`src/rtl/keypad_scan.sv`:
```
// keypad_scan: scanner for a 4x4 hex keypad matrix.
// Drives one active-low column at a time and samples the active-low rows
// through a 2-flop synchronizer at the end of each column slot. The four
// column samples of one scan are reduced to NONE / SINGLE(code) / MULTI.
// A press or release is accepted after DEB identical consecutive scans.
// Every accepted press pulses key_strobe and shifts its hex code into data_out.
//
// Ports:
//   sl_clk     in   system clock
//   rst        in   asynchronous active-low reset
//   row_in     in   [3:0] keypad rows, active-low, asynchronous to sl_clk
//   clr        in   synchronous clear of data_out (takes priority over a shift)
//   col_out    out  [3:0] column drive, active-low one-hot
//   key_code   out  [3:0] code (4*row + col) of the last accepted key
//   key_valid  out  high while the accepted key is held
//   key_strobe out  one-cycle pulse per accepted press
//   data_out   out  [15:0] entry register, newest digit in [3:0]
//
// state   | meaning
// IDLE    | no key accepted; waiting for DEB stable SINGLE scans
// PRESSED | key accepted; waiting for DEB stable NONE scans
module keypad_scan #(
  parameter int SCAN_DIV = 50000,
  parameter int DEB      = 4
) (
  input  logic        sl_clk,
  input  logic        rst,
  input  logic [3:0]  row_in,
  input  logic        clr,
  output logic [3:0]  col_out,
  output logic [3:0]  key_code,
  output logic        key_valid,
  output logic        key_strobe,
  output logic [15:0] data_out
);

  localparam int DW = $clog2(SCAN_DIV);
  localparam logic [3:0] DEB_L = 4'(DEB);

  typedef enum logic {IDLE, PRESSED} state_t;
  typedef enum logic [1:0] {CLS_NONE, CLS_SINGLE, CLS_MULTI} cls_t;

  logic [3:0]    sync1_q, sync2_q;
  logic [DW-1:0] div_q, div_d;
  logic [1:0]    col_q, col_d;
  logic [1:0]    hits_q, hits_d;
  logic [3:0]    acc_code_q, acc_code_d;
  cls_t          prev_cls_q, prev_cls_d;
  logic [3:0]    prev_code_q, prev_code_d;
  logic [3:0]    stab_q, stab_d;
  state_t        state_q, state_d;
  logic [3:0]    key_code_q, key_code_d;
  logic          key_valid_q, key_valid_d;
  logic          key_strobe_q, key_strobe_d;
  logic [15:0]   data_q, data_d;

  logic       tick, scan_end;
  logic [2:0] row_cnt, hit_sum;
  logic [1:0] row_idx, scan_hits;
  logic [3:0] scan_code;
  cls_t       scan_cls;

  assign tick     = (div_q == DW'(SCAN_DIV - 1));
  assign scan_end = tick && (col_q == 2'd3);

  // Rows low in the current column sample; row_idx is the lowest such row.
  always_comb begin
    row_cnt = '0;
    row_idx = '0;
    for (int r = 3; r >= 0; r--) begin
      if (!sync2_q[r]) begin
        row_cnt = row_cnt + 3'd1;
        row_idx = 2'(r);
      end
    end
  end

  // Hit count for the scan so far including this column, saturated at 2 (MULTI).
  assign hit_sum   = 3'(hits_q) + row_cnt;
  assign scan_hits = (hit_sum >= 3'd2) ? 2'd2 : hit_sum[1:0];
  assign scan_code = (hits_q == 2'd0 && row_cnt == 3'd1) ? {row_idx, col_q} : acc_code_q;
  assign scan_cls  = (scan_hits == 2'd0) ? CLS_NONE :
                     (scan_hits == 2'd1) ? CLS_SINGLE : CLS_MULTI;

  always_comb begin
    div_d       = tick ? '0 : div_q + DW'(1);
    col_d       = tick ? col_q + 2'd1 : col_q;
    hits_d      = hits_q;
    acc_code_d  = acc_code_q;
    prev_cls_d  = prev_cls_q;
    prev_code_d = prev_code_q;
    stab_d      = stab_q;
    if (tick) begin
      if (scan_end) begin
        hits_d      = '0;
        acc_code_d  = '0;
        prev_cls_d  = scan_cls;
        prev_code_d = scan_code;
        if (scan_cls == CLS_MULTI) begin
          stab_d = '0;
        end else if (scan_cls == prev_cls_q &&
                     (scan_cls != CLS_SINGLE || scan_code == prev_code_q)) begin
          stab_d = (stab_q >= DEB_L) ? DEB_L : stab_q + 4'd1;
        end else begin
          stab_d = 4'd1;
        end
      end else begin
        hits_d     = scan_hits;
        acc_code_d = scan_code;
      end
    end
  end

  always_comb begin
    state_d      = state_q;
    key_code_d   = key_code_q;
    key_valid_d  = key_valid_q;
    key_strobe_d = 1'b0;
    if (scan_end) begin
      case (state_q)
        IDLE: begin
          if (scan_cls == CLS_SINGLE && stab_d == DEB_L) begin
            state_d      = PRESSED;
            key_code_d   = scan_code;
            key_valid_d  = 1'b1;
            key_strobe_d = 1'b1;
          end
        end
        PRESSED: begin
          if (scan_cls == CLS_NONE && stab_d == DEB_L) begin
            state_d     = IDLE;
            key_valid_d = 1'b0;
          end
        end
        default: state_d = IDLE;
      endcase
    end
  end

  always_comb begin
    data_d = data_q;
    if (clr) begin
      data_d = '0;
    end else if (key_strobe_q) begin
      data_d = {data_q[11:0], key_code_q};
    end
  end

  always_ff @(posedge sl_clk or negedge rst) begin
    if (!rst) begin
      sync1_q      <= 4'b1111;
      sync2_q      <= 4'b1111;
      div_q        <= '0;
      col_q        <= '0;
      hits_q       <= '0;
      acc_code_q   <= '0;
      prev_cls_q   <= CLS_NONE;
      prev_code_q  <= '0;
      stab_q       <= '0;
      state_q      <= IDLE;
      key_code_q   <= '0;
      key_valid_q  <= 1'b0;
      key_strobe_q <= 1'b0;
      data_q       <= '0;
    end else begin
      sync1_q      <= row_in;
      sync2_q      <= sync1_q;
      div_q        <= div_d;
      col_q        <= col_d;
      hits_q       <= hits_d;
      acc_code_q   <= acc_code_d;
      prev_cls_q   <= prev_cls_d;
      prev_code_q  <= prev_code_d;
      stab_q       <= stab_d;
      state_q      <= state_d;
      key_code_q   <= key_code_d;
      key_valid_q  <= key_valid_d;
      key_strobe_q <= key_strobe_d;
      data_q       <= data_d;
    end
  end

  assign col_out    = ~(4'b0001 << col_q);
  assign key_code   = key_code_q;
  assign key_valid  = key_valid_q;
  assign key_strobe = key_strobe_q;
  assign data_out   = data_q;

endmodule

```
`config.mk`:
```
export PLATFORM = sky130hd
export DESIGN_NAME = keypad_scan
export DESIGN_NICKNAME = d
export VERILOG_FILES = /design/src/rtl/keypad_scan.sv
export SDC_FILE = /design/constraint.sdc
export NUM_CORES = 1
export LEC_CHECK = 0
export CAP_MARGIN = 5
export CORE_ASPECT_RATIO = 0.75
export CORE_MARGIN = 4
export CORE_UTILIZATION = 35
export CTS_BUF_LIST = sky130_fd_sc_hd__clkbuf_4 sky130_fd_sc_hd__clkbuf_8
export DETAILED_ROUTE_END_ITERATION = 10
export PLACE_DENSITY = 0.63
export REMOVE_ABC_BUFFERS = 1
export SYNTH_ARGS = -nofsm -noshare
export SYNTH_HDL_FRONTEND = slang
export SYNTH_SLANG_ARGS = --single-unit
```
`constraint.sdc`:
```
create_clock -name sl_clk -period 5 [get_ports sl_clk]
set_input_delay 1 -clock sl_clk [delete_from_list [all_inputs] [get_ports sl_clk]]
set_output_delay 1 -clock sl_clk [all_outputs]
set_load 0.01 [all_outputs]
```
Yosys cells after proc, flatten, opt, wreduce, memory -nomap -nowiden
Index checks and enable logic that the tools add are counted.

operators by class
  shift-type cells = 1
  bitwise operators = 2
  mux-type cells = 30
  $lt $le $gt $ge = 2
  multiply operators = 0
  div/mod/pow operators = 0
  eq/ne operators = 12
  reduce and logical (&&, ||, !) cells = 13
  add/subtract/negate cells = 7

operators by type and width
  cell                                                  number
  two-way mux 16 bit                                    3
  two-way mux 4 bit                                     7
  adder 16 x 1 -> 16 bit (second input constant)        1
  equality test 16 bit (second input constant)          1
  two-way mux 2 bit                                     8
  adder 3 x 1 -> 3 bit (second input constant)          3
  two-way mux 3 bit                                     3
  two-way mux 1 bit                                     7
  logical NOT 2 bit                                     3
  AND reduction 3 bit                                   2
  logical AND 1 bit                                     5
  adder 4 x 1 -> 4 bit (second input constant)          1
  equality test 2 x 1 -> 1 bit (second input constant)  2
  equality test 2 bit (second input constant)           2
  equality test 4 x 3 -> 1 bit (second input constant)  1
  equality test 4 bit                                   1
  >= comparator 4 x 3 -> 1 bit (second input constant)  1
  != test 2 x 1 -> 1 bit (second input constant)        2
  NOT 4 bit                                             1
  one-hot mux 1 bit (2 select lines)                    2
  left shift 1 x 2 -> 4 bit (first input constant)      1
  adder 2 x 3 -> 3 bit                                  1
  equality test 3 x 1 -> 1 bit (second input constant)  1
  >= comparator 3 x 2 -> 1 bit (second input constant)  1
  7 further kinds                                       7

word-level totals
  bits of input ports = 7
  memories kept = 0
  output and inout port bits = 26
  logic and storage cells = 81
  register bits = 65
  bits in read-only memories = 0
  latch bits = 0
  memory bits (writable) = 0

Logic depth before layout (Yosys ltp)
  depth in word-level cells = 25
  gate-level depth with buffers = 13
  depth with buffers taken out = 13

Worst setup path before layout
OpenSTA, ideal clock, no wires.

  path type = reg-to-reg
  from = register sync2_q[2]
  to = register key_code_q[0], in the netlist key_code[0]
  setup time = 125 ps
  slack = 978 ps
  data required time = 4,875 ps
  data arrival time = 3,897 ps
  buffers on the path = 0
  cell stages (with the launch flop) = 13
  period minus slack after synthesis = 4,022 ps
  cells stage by stage = dfstp_2 inv_1 ha_1 xnor2_1 ha_1 mux2_2 fa_1 xor3_1 nor2_2 a21oi_1 o32a_1 nor4b_4 mux2_4

between the ends
  longest elaborated chain between the ends = 21
  elaborated cells on any way between the ends = 32
  classes of those cells = add/sub: 3; order compare: 1; eq/ne: 8; mux: 14; reduce/logical: 6

RTL lines
  item                                  RTL line  source
  start, declared                       43        logic [3:0] sync1_q, sync2_q;
  start signal, assigned                167       sync2_q <= sync1_q;
  two-way mux 3 bit                     71        if (!sync2_q[r]) begin
  adder 3 x 1 -> 3 bit                  72        row_cnt = row_cnt + 3'd1;
  two-way mux 3 bit                     71
  adder 3 x 1 -> 3 bit                  72
  two-way mux 3 bit                     71
  adder 2 x 3 -> 3 bit                  79        assign hit_sum = 3'(hits_q) + row_cnt;
  >= comparator 3 x 2 -> 1 bit          80        assign scan_hits = (hit_sum >= 3'd2) ? 2'd2 : hit_sum[1:0];
  two-way mux 2 bit                     80
  (+5 left out)                         -
  logical AND 1 bit                     101       end else if (scan_cls == prev_cls_q &&
  two-way mux 4 bit                     101
  two-way mux 4 bit                     99        if (scan_cls == CLS_MULTI) begin
  two-way mux 4 bit                     94        if (scan_end) begin
  two-way mux 4 bit                     93        if (tick) begin
  equality test 4 x 3 -> 1 bit          122       if (scan_cls == CLS_SINGLE && stab_d == DEB_L) begin
  logical AND 1 bit                     122
  AND reduction 3 bit (no source line)  -
  end signal, assigned                  176       key_code_q <= key_code_d;
  end, declared                         52        logic [3:0] key_code_q, key_code_d;

Several ways; a longest one is shown, not always the timed one.
A chain may end at the register's enable or synchronous reset.

Worst setup path after layout
Ends and elaborated chain as after synthesis.

==> metrics.txt <==
Synth Cell Area=0.00321 mm²; asr flop ratio synth=100%; Core ar.=0.00871 mm²; # placed instances=435; largest net degree at the start of global routing=35; Setup Skew=0.0148 ns; Finish-stage setup viols=0; worst-margin pin slew=0.849 ns; # DRC=0; Distinct cells, synth=49; Post-Synth Simple-Gate Area=17.2%; CTS Hold Bufs=0; mux contribution to synthesized area=8.38%; Die W=119 µm; std cell rows=29; post-synthesis compound-gate area fraction=7.76%; Worst Path Arrival=4.64 ns; TNS Setup=0 ns; H-tree depth=3; Synth Area in XOR/XNOR=7.56%; Setup CP Type=flop to flop; clock latency on the worst-skew pair=0.35 ns; postcts setup bufs=0; Initial Utilization=36.9%; GRT Overall Usage=12.7%; GP Congestion=0.814; Worst VDD drop=0.000126 V; total power=1160 µW; FF-to-FF setup slack=0.61 ns; unrepaired setup endpoints after global routing=no; IO buf count=32; R2R cell count=12; first-pass GRT wire length=11.1 mm; Synth Area per Inst=10.5 µm²; Sink Count=65; Pleak=0.00168 µW; post-synthesis sequential area ratio=51.0%; Iter 0 DRT Violations=161; max_slew headroom=43.4%; YS warnings=0; placed cell areas=0.00362 mm²; DIE AREA=0.0108 mm²; vias in the first global route=2205; CTS root buf=clkbuf_8; Critical Path Slowest Stage Cell=dfstp_2; Vias/cell=4.86; #FFs+latches synth=65; Min-Delay Path Class=flop to flop; Slew Viols, Final=0; critical path, cell by cell=inv_1 -> ha_1 -> xnor2_1 -> ha_1 -> mux2_2 -> fa_1 -> xor3_1 -> nor2_2 -> a21oi_1 -> o32a_1 -> nor4b_4 -> mux2_4; Final period util=87.9%; antenna violations before repair=0; status=finished, final reports clean; layout cells sized above 1=10.2%; crit path launch type=flop; CTS tree=done; total CTS buffers=9; fraction of the mapped netlist area in adder cells=4.91%; CP max FO=9; CP dominant cell by count=ha_1; area grow syn2layout=20.8%; Final #Nets=357; CP required=5.24 ns; Hold Crit Depth=0; post-route cell area=0.00388 mm²; Achievable Freq=228 MHz; via count=2191; Crit. End Element=flop; Die Ht=90.9 µm; Final Hold Fails=0; drt wl/cell=14.0 µm; Total Routed Length=6.31 mm; antenna diode count=0; max cap viols=0; Post-Layout Cell Count=451; Post-CTS Resized=0; Fin Hold WS=0.354 ns; gr ovfl total=0; synthesized netlist cell count=305; CP max stage delay=0.55 ns; Antenna Violating Nets Remaining=0; Main synth FF type=dfrtp_1; PD cells=301 mW/mm²; # IOs=33; main combinational cell family by area after synthesis=simple AND/OR/NAND/NOR gates; DR pass1 iterations=4; Post-synth EDFFs=0; clock period minus worst slack=4.39 ns; clk slew on worst S/H paths=0.08 ns; HPWL Detailed=4.44 mm; Clock Tree Buf Depth=2
==> sequential cells by signal (all words and copies together) (netlist names), 4 cells and up <==
| register | count |
|---|---|
| data_out | 16 |
| div_q | 16 |
| acc_code_q | 4 |
| key_code | 4 |
| prev_code_q | 4 |
| stab_q | 4 |
| sync1_q | 4 |
| sync2_q | 4 |
==> cells by family (layout without fill, tap and decap cells) <==
group,Yosys count,after routing
flip-flops,65,65
multiplexers,26,26
XOR/XNOR,26,26
buffers and inverters,27,65
AND/OR/NAND/NOR,111,111
adder cells (fa/ha/maj),12,12
AO/OA/AOI/OAI,38,38
==> area by class of cell <==
cell class                 instances  area [µm²]
fill                             825        4830
inverter                          16        60.1
multi-input combinational        213        1470
timing repair buffer              33         323
sequential                        65        1640
clock buffer                      10         138
tap                              108         135
clock inverter                     6         115
==> cell usage in the layout, fill, tap and decap left out, types with 3 or more instances in the layout <==
cell and n:
inv_1 16, xor2_1 12, nand3_1 12, dfrtp_1 57, bufinv_16 3, clkdlybuf4s50_1 31, dfstp_2 8, clkbuf_8 10
xnor2_1 13, nor2b_1 3, nand2_1 20, nand2b_1 4, ha_1 11, nor3_1 6, and3_1 4, nor2_1 46
a21oi_1 10, and2_1 3, o21ai_0 10, mux2i_1 22
==> metrics by stage <==
stage,setup WS (ns),utilization [%]
2_1_floorplan,0.978,-
3_3_place_gp,0.789,41.6
3_5_place_dp,0.583,41.6
4_1_cts,0.562,44.5
5_1_grt,0.297,44.5
6_report,0.607,44.5
==> cell usage after synthesis (2+ instances only) <==
library cell | number | area [µm²]
dfrtp_1 | 57 | 1430
nand2b_1 | 4 | 25.0
nor4_2 | 2 | 25.0
ha_1 | 11 | 138
and2_1 | 3 | 18.8
and4_1 | 2 | 17.5
mux2_2 | 2 | 22.5
nor2_1 | 46 | 173
buf_1 | 2 | 7.51
o32a_1 | 2 | 20.0
inv_1 | 16 | 60.1
nor2b_1 | 3 | 18.8
o2111ai_1 | 2 | 17.5
mux2i_1 | 22 | 220
nand2_1 | 20 | 75.1
o31ai_1 | 2 | 15.0
and3_1 | 4 | 25.0
a22oi_1 | 2 | 15.0
a21oi_1 | 10 | 50.1
nand4_1 | 2 | 12.5
buf_2 | 2 | 10.0
nor3_1 | 6 | 30.0
nand3_1 | 12 | 60.1
xnor2_1 | 13 | 114
dfstp_2 | 8 | 210
o21ai_0 | 10 | 50.1
clkbuf_1 | 7 | 26.3
xor2_1 | 12 | 105
==> metal layers <==
| metal | vias up | routed length, µm | GRT usage, % |
|---|---|---|---|
| li1 | 1105 | - | - |
| met1 | 1027 | 3260 | 18.0 |
| met2 | 52 | 2620 | 18.0 |
| met3 | 7 | 370 | 5.09 |
| met4 | 0 | 63 | 3.86 |
| met5 | - | 0 | 0 |
==> worst max-delay path: cells and delay by family (launching register included) <==
kind | cells | cell delay [ns]
simple gates | 2 | 0.84
buf+inv | 1 | 0.04
flops | 1 | 0.55
fa+ha+maj | 3 | 1.06
mux | 2 | 0.63
xor+xnor | 2 | 0.66
compound gates | 2 | 0.50
==> report_power, final <==
group / leakage (µW) / switching [µW] / internal (µW) / total, µW
Clock: 0.000123 / 213 / 346 / 560
Combinational: 0.000689 / 43.5 / 27.4 / 70.9
Sequential: 0.000866 / 2.94 / 531 / 534
==> path summary, 6_finish.rpt <==
kind                                      start                       end
setup / recovery           sync2_q[2]$_DFF_PN1_   key_code[0]$_DFFE_PN0P_
hold / removal             sync1_q[3]$_DFF_PN1_      sync2_q[3]$_DFF_PN1_
setup reg to reg           sync2_q[2]$_DFF_PN1_   key_code[0]$_DFFE_PN0P_
hold reg to reg            sync1_q[3]$_DFF_PN1_      sync2_q[3]$_DFF_PN1_
max in group asynchronous                   rst      sync1_q[1]$_DFF_PN1_
min in group asynchronous                   rst  data_out[13]$_DFFE_PN0P_
(Power assumes the default switching activity.)
==> variant (same settings) <==
The 3 values of `cls_t` get a one-hot encoding in 3 bits.
--- a/src/rtl/keypad_scan.sv
+++ b/src/rtl/keypad_scan.sv
@@ -38,7 +38,7 @@
   localparam logic [3:0] DEB_L = 4'(DEB);
 
   typedef enum logic {IDLE, PRESSED} state_t;
-  typedef enum logic [1:0] {CLS_NONE, CLS_SINGLE, CLS_MULTI} cls_t;
+  typedef enum logic [2:0] {CLS_NONE = 3'b001, CLS_SINGLE = 3'b010, CLS_MULTI = 3'b100} cls_t;
 
   logic [3:0]    sync1_q, sync2_q;
   logic [DW-1:0] div_q, div_d;
Check against the original RTL: no difference found for any inputs over 10 cycles, from zero or initial values and one cycle with rst low; not proved beyond that.
==> variant against the unedited design <==
- non-clock buffer count up 1
- total power fell by 11%
- largest cell class unchanged
- routed wire length shrank 5.4%
- sequential cell count is 1 higher
- worst setup slack better by 0.37 ns
- cell area decreased by 1.7%
- synthesized area decreased by 0.12%
- highest routed layer unchanged
- combinational power down 7.9%
==> variant: results (changes against the unedited design) <==
qor: status.outcome completed
qor: timing.fin_hold_ws 0.354 ns [+0.0000980 ns]
qor: worst_setup_path.longest_individual_stage_delay_on_the_worst_path 0.66 ns [+0.11 ns]
qor: synth.netlist-cell-type-count 54 [+10%]
qor: placement.globalplace.congestion 0.796 [-2.2%]
qor: detailed_routing.met1_length 2.93 mm [-9.9%]
qor: detailed_routing.drt_first_iter_violations 157 [-2.5%]
qor: grt.grt_pass1_vias 2170 [-1.6%]
qor: power.power.internal 791 µW [-13%]
qor: grt.grt_max_degree 44 [+26%]
qor: grt.met2_usage 0.181 [+0.000552]
qor: detailed_routing.final_wirelength 5.97 mm [-5.4%]
qor: worst_setup_path.setup.reg_to_reg.worst_slack 0.97 ns [+0.37 ns]
qor: final_layout.layout-drive-gt1-share 0.108 [+0.00639]
qor: worst_setup_path.critPathSlowestCell sky130_fd_sc_hd__or4_1
qor: synth.yosysSeqAreaShare 0.519 [+0.00879]
qor: power.leakagePower 1.73 nW [+3.0%]
qor: detailed_routing.met3_length 288 µm [-22%]
qor: grt.global_route_met3_usage 0.0407 [-0.0102]
qor: final_layout.fin_nets 346 [-3.1%]
qor: detailed_routing.vias_per_cell 4.91 [+1.0%]
qor: grt.grt.met1_usage 0.160 [-0.0191]
qor: grt.grt_antenna_before_repair 0 [unchanged]
qor: timing.fin_worst_skew 0.00881 ns [-0.00597 ns]
qor: detailed_routing.met2_wirelength 2.67 mm [+1.8%]
qor: worst_setup_path.worst_setup_path_endpoint key_code[2]
qor: timing.max-slew-margin-rel 0.377 [-0.0576]
qor: placement.place_hpwl 4.17 mm [-6.1%]
qor: worst_setup_path.rr_worst_depth 11 [-1]
qor: synth.netlist_area 3210 µm² [-0.12%]
qor: synth.synth.top_cells.by_count sky130_fd_sc_hd__dfrtp_1 (57), sky130_fd_sc_hd__nor2_1 (32), sky130_fd_sc_hd__nand2_1 (24)
qor: synth.synth_area_leaders sky130_fd_sc_hd__dfrtp_1 (44%), sky130_fd_sc_hd__dfstp_2 (7.4%), sky130_fd_sc_hd__mux2i_1 (6.6%), sky130_fd_sc_hd__xor2_1 (4.6%), sky130_fd_sc_hd__ha_1 (4.3%)
qor: power.worst_ir_drop_vdd 0.103 mV [-18%]
qor: worst_setup_path.worst-endpoint-arrival 4.25 ns [-0.39 ns]
qor: grt.groute.usage.overall 0.121 [-0.00646]
[variant: cell types whose count changed after synthesis, moves of 3 or more]
cell                      before  now
sky130_fd_sc_hd__o21ai_0      10    4
sky130_fd_sc_hd__xnor2_1      13    8
sky130_fd_sc_hd__xor2_1       12   17
sky130_fd_sc_hd__nand2_1      20   24
sky130_fd_sc_hd__nor3_1        6    1
sky130_fd_sc_hd__o21ai_1       0    6
sky130_fd_sc_hd__o31ai_1       2    7
sky130_fd_sc_hd__a21oi_1      10    2
sky130_fd_sc_hd__nor4_1        0    3
sky130_fd_sc_hd__nor2_1       46   32
[variant: per-stage QoR]
| step | instance area (µm²) | cells | utilization | setup WS, ns |
|---|---|---|---|---|
| global placement | 3620 | 424 | 0.417 | 1.10 |
| CTS | 3810 | 440 | 0.439 | 0.968 |
| detailed placement | 3620 | 424 | 0.417 | 0.978 |
| finish | 3810 | 440 | 0.439 | 0.972 |
| global route | 3810 | 440 | 0.439 | 0.776 |
| floorplan | 3150 | 282 | - | 1.22 |
[variant: final cells by class]
type | instances | area (µm²)
multi-input combinational | 201 | 1430
inverter | 15 | 56.3
clock buffer | 9 | 124
clock inverter | 7 | 70.1
sequential | 66 | 1660
fill | 826 | 4860
tap | 108 | 135
timing repair buffer | 34 | 330
[variant: kinds of logic after synthesis]
kind of cell,count (synthesis),synth area share
DFF,66,0.519
buffers and inverters,28,0.0343
muxes,26,0.0855
AOI/OAI and AO/OA,32,0.0675
xor gates and xnor gates,26,0.0753
adders and majority gates,12,0.0492
and+or+nand+nor,105,0.169
[variant: power groups by stage]
stage               clock (mW)  sequential, mW  combinational [mW]
CTS                      0.450           0.543              0.0667
finish                   0.432           0.543              0.0653
global route             0.470           0.543              0.0738
global placement             0           0.553              0.0650
detailed placement           0           0.553              0.0662
floorplan                    0           0.552              0.0400
